===== src/rtl/goldschmidt_iter.sv =====
// goldschmidt_iter: multi-cycle Goldschmidt divider, q = n/d in Q2.14.
// The divisor is normalized (d[7]=1). A small external seed ROM, addressed
// by d[6:4], supplies the first factor F = 1 + rom_data/8.
// Optional macro GS_ROUND_EN: round-half-up on every N/D product instead of
// plain truncation.
module goldschmidt_iter #(
  parameter int ITERS = 3
) (
  input  logic        clk,
  input  logic        rst,
  input  logic        start,
  input  logic [7:0]  n,
  input  logic [7:0]  d,
  output logic [2:0]  rom_addr,
  input  logic [2:0]  rom_data,
  output logic        busy,
  output logic        done,
  output logic        err,
  output logic [15:0] q
);

  typedef enum logic [1:0] {IDLE, LOOKUP, ITER, DONE} state_t;

`ifdef GS_ROUND_EN
  localparam logic [31:0] RND = 32'h0000_2000;
`else
  localparam logic [31:0] RND = 32'h0000_0000;
`endif

  // The counter compares against ITERS-1, so 3 bits cover ITERS up to 7
  // without wrapping.
  localparam logic [2:0] LAST = 3'(ITERS - 1);

  state_t      r_state, w_next;
  logic [15:0] r_n, r_d, r_f, r_q;
  logic [2:0]  r_cnt, r_rom_addr;
  logic        r_err, r_done;
  logic [15:0] w_n_new, w_d_new;

  // Q2.14 x Q2.14 products keep bits [29:14]; anything above is dropped.
  assign w_n_new = 16'((32'(r_n) * 32'(r_f) + RND) >> 14);
  assign w_d_new = 16'((32'(r_d) * 32'(r_f) + RND) >> 14);

  // State register
  always_ff @(posedge clk) begin
    if (rst) r_state <= IDLE;
    else     r_state <= w_next;
  end

  // Next-state logic; a bad divisor skips the iterations entirely
  always_comb begin
    w_next = r_state;
    case (r_state)
      IDLE:    if (start) w_next = LOOKUP;
      LOOKUP:  w_next = r_err ? DONE : ITER;
      ITER:    if (r_cnt == LAST) w_next = DONE;
      DONE:    w_next = IDLE;
      default: w_next = IDLE;
    endcase
  end

  // Datapath: operand capture, seed load, and the N/D/F refinement step
  always_ff @(posedge clk) begin
    if (rst) begin
      r_n        <= '0;
      r_d        <= '0;
      r_f        <= '0;
      r_q        <= '0;
      r_cnt      <= '0;
      r_rom_addr <= '0;
      r_err      <= 1'b0;
      r_done     <= 1'b0;
    end else begin
      // done is registered off DONE so it lands while the FSM is back in
      // IDLE; this keeps the repeat period at ITERS+3 with start held high.
      r_done <= (r_state == DONE);
      case (r_state)
        IDLE: begin
          if (start) begin
            r_n        <= {2'b00, n, 6'b0};
            r_d        <= {2'b00, d, 6'b0};
            r_rom_addr <= d[6:4];
            r_err      <= ~d[7];
          end
        end
        LOOKUP: begin
          r_f   <= {2'b01, rom_data, 11'b0};
          r_cnt <= '0;
          if (r_err) r_q <= 16'hFFFF;
        end
        ITER: begin
          r_n   <= w_n_new;
          r_d   <= w_d_new;
          r_f   <= 16'h8000 - w_d_new;
          r_cnt <= r_cnt + 3'd1;
          if (r_cnt == LAST) r_q <= w_n_new;
        end
        default: ;
      endcase
    end
  end

  assign rom_addr = r_rom_addr;
  assign busy     = (r_state != IDLE);
  assign done     = r_done;
  assign err      = r_err;
  assign q        = r_q;

endmodule


===== config.mk =====
export PLATFORM = sky130hd
export DESIGN_NAME = goldschmidt_iter
export DESIGN_NICKNAME = d
export VERILOG_FILES = /design/src/rtl/goldschmidt_iter.sv
export SDC_FILE = /design/constraint.sdc
export NUM_CORES = 1
export LEC_CHECK = 0
export ABC_AREA = 1
export ABC_CLOCK_PERIOD_IN_PS = 5400
export BUFFER_PORTS_ARGS = -buffer_cell sky130_fd_sc_hd__buf_2
export CAP_MARGIN = 40
export CORE_MARGIN = 8
export CORE_UTILIZATION = 35
export DETAILED_ROUTE_END_ITERATION = 10
export PLACE_DENSITY = 0.55
export REMOVE_ABC_BUFFERS = 1
export SKIP_CTS_REPAIR_TIMING = 1
export SLEW_MARGIN = 25
export SYNTH_ARGS = -nofsm -noshare
export SYNTH_HDL_FRONTEND = slang
export SYNTH_SLANG_ARGS = --single-unit

===== constraint.sdc =====
create_clock -name clk -period 5.4 [get_ports clk]
set_input_delay 0.81 -clock clk [delete_from_list [all_inputs] [get_ports clk]]
set_output_delay 0.81 -clock clk [all_outputs]
set_load 0.03 [all_outputs]

==> results of run 1 <==
[stage by stage]
stage	cells	setup slack (ns)	total power, mW
2_1_floorplan	2766	-0.6745	2.558
3_3_place_gp	3882	-0.5962	4.153
3_5_place_dp	3882	-0.6466	4.149
4_1_cts	3898	-0.7061	4.856
5_1_grt	3951	-0.8104	5.668
6_report	3951	-0.5730	5.293
[cells in the mapped netlist, types with 2 or more instances]
master	count
o211ai_1	16
o221ai_1	2
o21ai_0	58
nand2_2	15
nor2_1	132
nor2_2	5
nand2_1	834
a21boi_0	5
clkinv_1	3
nor3_1	11
fa_1	384
a21oi_2	2
o21ai_1	2
o21bai_1	8
nand4_1	23
nor4_1	4
nand3_2	3
a21o_1	5
nor3_2	3
inv_1	783
nor2_4	3
dfxtp_1	74
nand2_4	2
xor2_1	14
nand3b_1	4
buf_2	3
clkbuf_1	135
nand3_1	45
o21a_1	3
a31o_2	2
xnor2_1	7
a211oi_1	2
ha_1	187
inv_2	5
buf_1	4
a21oi_1	116
[worst paths after layout]
check,from,end
max,r_d[7],r_f[10]
min reg2reg,r_f[6],r_f[6]
min,r_f[6],r_f[6]
max reg2reg,r_d[7],r_f[10]
[power breakdown]
group | internal, mW | switching (mW) | total, mW
Sequential | 0.685 | 0.156 | 0.840
Combinational | 1.49 | 2.28 | 3.76
Clock | 0.406 | 0.282 | 0.688
[registers in the layout, summed over array words and instances, names as in the netlist]
signal	count
done	1
err	1
q	16
r_cnt	3
r_d	16
r_f	16
r_n	16
r_state	2
rom_addr	3
[final cells by class]
class / count / area (µm²) / share of cell area [%]
Clock buffer: 10 / 229.0 / 0.8671
Clock inverter: 6 / 90.09 / 0.3412
Inverter: 791 / 2974 / 11.26
Multi-Input combinational cell: 1901 / 17250 / 65.32
Sequential cell: 74 / 1526 / 5.781
Tap cell: 773 / 967.2 / 3.663
Timing Repair Buffer: 396 / 3371 / 12.77
[worst reg2reg max path, delay by kind of cell (launching register included)]
family,cells,cell delay [ns]
buffers and inverters,8,0.53
and+or+nand+nor,13,1.11
adders and majority gates,8,3.54
AOI/OAI and AO/OA,3,0.38
DFF,1,0.38
[layer usage]
layer / vias up / part of all wire (%)
met1: 9055 / 46
met2: 449 / 48
met3: 61 / 4.5
met5: - / 0
met4: 0 / 1.6
li1: 8936 / -
[cells by family after synthesis]
logic type               after synthesis  synth area share (%)
adder cells (fa/ha/maj)              571                 48.18
AND/OR/NAND/NOR                     1086                 20.94
AO/OA/AOI/OAI                        223                 5.975
buffers and inverters                935                 16.90
XOR/XNOR                              21                0.8837
flip-flops                            74                 7.118
==> impl_metrics.csv, run 1 <==
group,metric,value,unit
yosys,yosysWarnings,0,
clock_tree,insertion_delay,0.38,ns
global_routing,grtUsageMet2,30.96,%
global_routing,use_met3,1.541,%
worst_setup_path,startpoint_type,"flop",
yosys,async_flop_share,0,%
flow_run,drv_cap,0,
place,globalplace.congestion,0.9098,
worst_setup_path,rrSetupSlack,-0.57,ns
timing,rsz0062_at_grt,"true",
place,placed_area,23960,µm²
timing,hold_slack,0.4903,ns
routing,wire_per_inst,15.88,µm
run_status,violations,"setup timing",
yosys,synth.distinct_cells,42,
global_routing,grt_pass1_vias,18479,
timing,layout_setup_ws,-0.5730,ns
finish,area_growth,26.86,%
power_and_ir_drop,vdd_drop_max,0.0002198,V
finish,fin_nets,3766,
routing,drc,0,
place,dpl.hpwl,51310,µm
yosys,synth_top_area_share,36.93,%
yosys,synth-main-ff-cell,"dfxtp_1",
worst_setup_path,cpLargestDelayFamily,"adder cells",
timing,final_max_slew_viol_count,0,
clock_tree,clockRootBuffer,"clkbuf_16",
routing,drtAntennaViolNets,0,
timing,clock_skew,0.01460,ns
yosys,synthCells,2910,
routing,drt_iter0_drc,1170,
worst_setup_path,critical_path.max_stage_delay,0.58,ns
floorplanning,rows,89,
worst_setup_path,cp.arrival,6.28,ns
finish,antenna-diode-count,0,
finish,utilization,44.82,%
global_routing,antenna_found_initial,0,
timing,tns,-20.01,ns
worst_setup_path,path_max_fanout,6,
timing,finalCritPeriodShare,110.6,%
global_routing,grt_pass1_wl,99900,µm
global_routing,grt_use_total,18.45,%
timing,setup_violations,61,
place,io_buffer_count,43,
floorplanning,core,58910,µm²
yosys,synth.ff_latch_count,74,
floorplanning,die_h,259.9,µm
timing,worstMarginPinSlew,0.8931,ns
worst_setup_path,cp.required,5.71,ns
floorplanning,die_area,67530,µm²
timing,maxSlewHeadroom,40.09,%
run_status,outcome,"finished, violations left",
finish,most-common-layout-cells,"750 x nand2_1, 749 x inv_1, 370 x fa_1",
timing,finalCriticalPeriod,5.973,ns
worst_setup_path,path_buf_inv,8,
worst_setup_path,cp-end-kind,"flop",
power_and_ir_drop,p_leak,14.77,nW
worst_setup_path,cpMostUsedCell,"inv_2",
clock_tree,clockBufferDepth,2,
power_and_ir_drop,power.density,200.5,nW/µm²
hold_path,hold_depth,2,
clock_tree,cts_tree,"built",
yosys,synth_area,20810,µm²
routing,avgViaCountPerCell,4.683,
worst_setup_path,crit_type,"reg -> reg",
worst_setup_path,reg2reg_depth,32,
clock_tree,clock_sinks,74,
clock_tree,clk_pin_slew,0.07,ns
floorplanning,io_pins,44,
routing,vias,18501,
yosys,synth-edff-count,0,
yosys,syn_area_per_cell,7.152,µm²
floorplanning,die_width,259.9,µm
clock_tree,cts_buffers,9,
timing,fmax,167.4,MHz
global_routing,globalRouteMet1Util,25.93,%
timing,finalHoldViolCount,0,
yosys,yosysSeqAreaShare,7.118,%
finish,final_common_cell,"nand2_1",
yosys,synth_top_area_cell,"fa_1",
routing,first_pass_iters,7,
finish,nFillCells,5904,
worst_setup_path,crit_cells,32,
global_routing,grt_overflow,0,
global_routing,grt.busiest_layer,"met2",
worst_setup_path,cp_slowest_cell,"fa_2",
yosys,synth_area_leaders,"fa_1 37%, nand2_1 15%, inv_1 14%, ha_1 11%, dfxtp_1 7.1%",
clock_tree,ctsHtreeMaxLevel,3,
routing,routed_wl,62750,µm
floorplanning,start_util,35.33,%
global_routing,grt_max_degree,57,
finish,design_area,26410,µm²
finish,drive_gt1_share,23.95,%
hold_path,hp-class,"reg -> reg",
Note: power is estimated with default switching activity, not from simulation.
==> run 2: changes to the inputs <==
--- a/config.mk
+++ b/config.mk
@@ -12,6 +12,7 @@
 export CORE_MARGIN = 8
 export CORE_UTILIZATION = 35
 export DETAILED_ROUTE_END_ITERATION = 10
+export GPL_TIMING_DRIVEN = 0
 export PLACE_DENSITY = 0.55
 export REMOVE_ABC_BUFFERS = 1
 export SKIP_CTS_REPAIR_TIMING = 1
==> impl_metrics.csv, run 2 (synthesis gave the netlist of run 1 again) <==
group,metric,value,unit
timing,tns,-16.08,ns
finish,area_growth,16.18,%
routing,routed_wl,57960,µm
timing,finalCriticalPeriod,6.025,ns
finish,utilization,41.05,%
global_routing,grt_pass1_vias,17515,
finish,drive_gt1_share,13.52,%
global_routing,antenna_found_initial,0,
worst_setup_path,critical_path.max_stage_delay,0.58,ns
place,globalplace.congestion,0.9057,
timing,fmax,166.0,MHz
worst_setup_path,cpMostUsedCell,"fa_1",
power_and_ir_drop,vdd_drop_max,0.0003184,V
timing,setup_violations,59,
finish,nFillCells,5985,
global_routing,grt_max_degree,57,
clock_tree,clock_sinks,74,
routing,avgViaCountPerCell,4.685,
clock_tree,cts_tree,"built",
worst_setup_path,path_max_fanout,6,
place,placed_cells,3618,
clock_tree,clockRootBuffer,"clkbuf_16",
clock_tree,insertion_delay,0.35,ns
routing,drc,0,
place,io_buffer_count,43,
routing,drtAntennaViolNets,0,
routing,drt_iter0_drc,1016,
finish,multiInputGateArea,16530,µm²
worst_setup_path,cp_slowest_cell,"fa_1",
global_routing,use_met3,1.211,%
worst_setup_path,cp.arrival,6.30,ns
timing,clock_skew,0.009991,ns
global_routing,grt.busiest_layer,"met2",
worst_setup_path,startpoint_type,"flop",
timing,finalCritPeriodShare,111.6,%
timing,rsz0062_at_grt,"true",
clock_tree,ctsHtreeMaxLevel,3,
worst_setup_path,crit_cells,32,
worst_setup_path,cp-end-kind,"flop",
run_status,outcome,"finished, violations left",
global_routing,grt_use_total,16.84,%
power_and_ir_drop,p_leak,13.30,nW
worst_setup_path,cp.required,5.67,ns
routing,vias,17413,
finish,final_common_cell,"nand2_1",
routing,first_pass_iters,5,
floorplanning,start_util,35.33,%
power_and_ir_drop,power.density,201.2,nW/µm²
flow_run,drv_cap,0,
floorplanning,die_width,259.9,µm
worst_setup_path,path_buf_inv,8,
floorplanning,io_pins,44,
timing,finalHoldViolCount,0,
clock_tree,clockBufferDepth,2,
finish,fin_cells,3717,
clock_tree,cts_buffers,9,
global_routing,grtUsageMet2,28.24,%
floorplanning,rows,89,
worst_setup_path,cpLargestDelayFamily,"adder cells",
global_routing,globalRouteMet1Util,23.62,%
hold_path,hold_depth,2,
timing,layout_setup_ws,-0.6249,ns
floorplanning,die_h,259.9,µm
worst_setup_path,crit_type,"reg -> reg",
finish,antenna-diode-count,0,
floorplanning,die_area,67530,µm²
timing,final_max_slew_viol_count,0,
finish,fin_nets,3532,
clock_tree,clk_pin_slew,0.07,ns
place,dpl.hpwl,45220,µm
timing,maxSlewHeadroom,46.98,%
routing,wire_per_inst,15.59,µm
worst_setup_path,reg2reg_depth,32,
global_routing,grt_overflow,0,
global_routing,grt_pass1_wl,92840,µm
finish,most-common-layout-cells,"795 x nand2_1, 773 x inv_1, 380 x fa_1",
finish,seq_area,1624,µm²
hold_path,hp-class,"reg -> reg",
floorplanning,core,58910,µm²
timing,worstMarginPinSlew,0.7941,ns
run_status,violations,"setup timing",
[run 2: area by class of cell]
| cell class | instances | share of cell area, % |
|---|---|---|
| clock buffer | 10 | 0.9883 |
| timing repair buffer | 162 | 7.285 |
| sequential | 74 | 6.716 |
| clock inverter | 6 | 0.3725 |
| multi-input combinational | 1901 | 68.34 |
| tap | 773 | 4.000 |
| inverter | 791 | 12.30 |
[run 2: where the power goes]
| part | switching [mW] | total [mW] | internal [mW] |
|---|---|---|---|
| Clock | 0.268 | 0.686 | 0.419 |
| Sequential | 0.202 | 0.902 | 0.700 |
| Combinational | 2.09 | 3.28 | 1.19 |
[run 2: per-layer routing]
metal / part of all wire [%] / wire length, µm / vias to the layer above
li1: - / - / 8456
met1: 47 / 27300 / 8510
met2: 47 / 27240 / 392
met3: 4.4 / 2561 / 55
met4: 1.5 / 855 / 0
met5: 0 / 0 / -
[run 2: final timing paths]
kind                            startpoint  slack, ns      end
worst max-delay path                r_d[6]      -0.62  r_f[10]
worst min-delay path                  q[2]       0.49     q[2]
worst max register to register      r_d[6]      -0.62  r_f[10]
worst min register to register        q[2]       0.49     q[2]
[run 2: worst register-to-register path: cells and delay by family (launching register included)]
family	cells	cell delay [ns]
adder cells (fa/ha/maj)	8	3.50
AND/OR/NAND/NOR	13	1.12
buffers and inverters	8	0.53
flip-flops	1	0.42
AO/OA/AOI/OAI	3	0.39
[run 2: stage by stage]
step,setup WS (ns),hold WS [ns],cell area (µm²),total power [mW]
after global placement,-2.200,0.4765,21450,3.461
after CTS,-1.408,0.4968,22490,4.358
after global routing,-0.9191,0.5164,24180,5.219
after detailed placement,-1.367,0.4757,22160,3.657
final,-0.6249,0.4915,24180,4.864
after floorplan,-0.6745,0.4519,20260,2.558
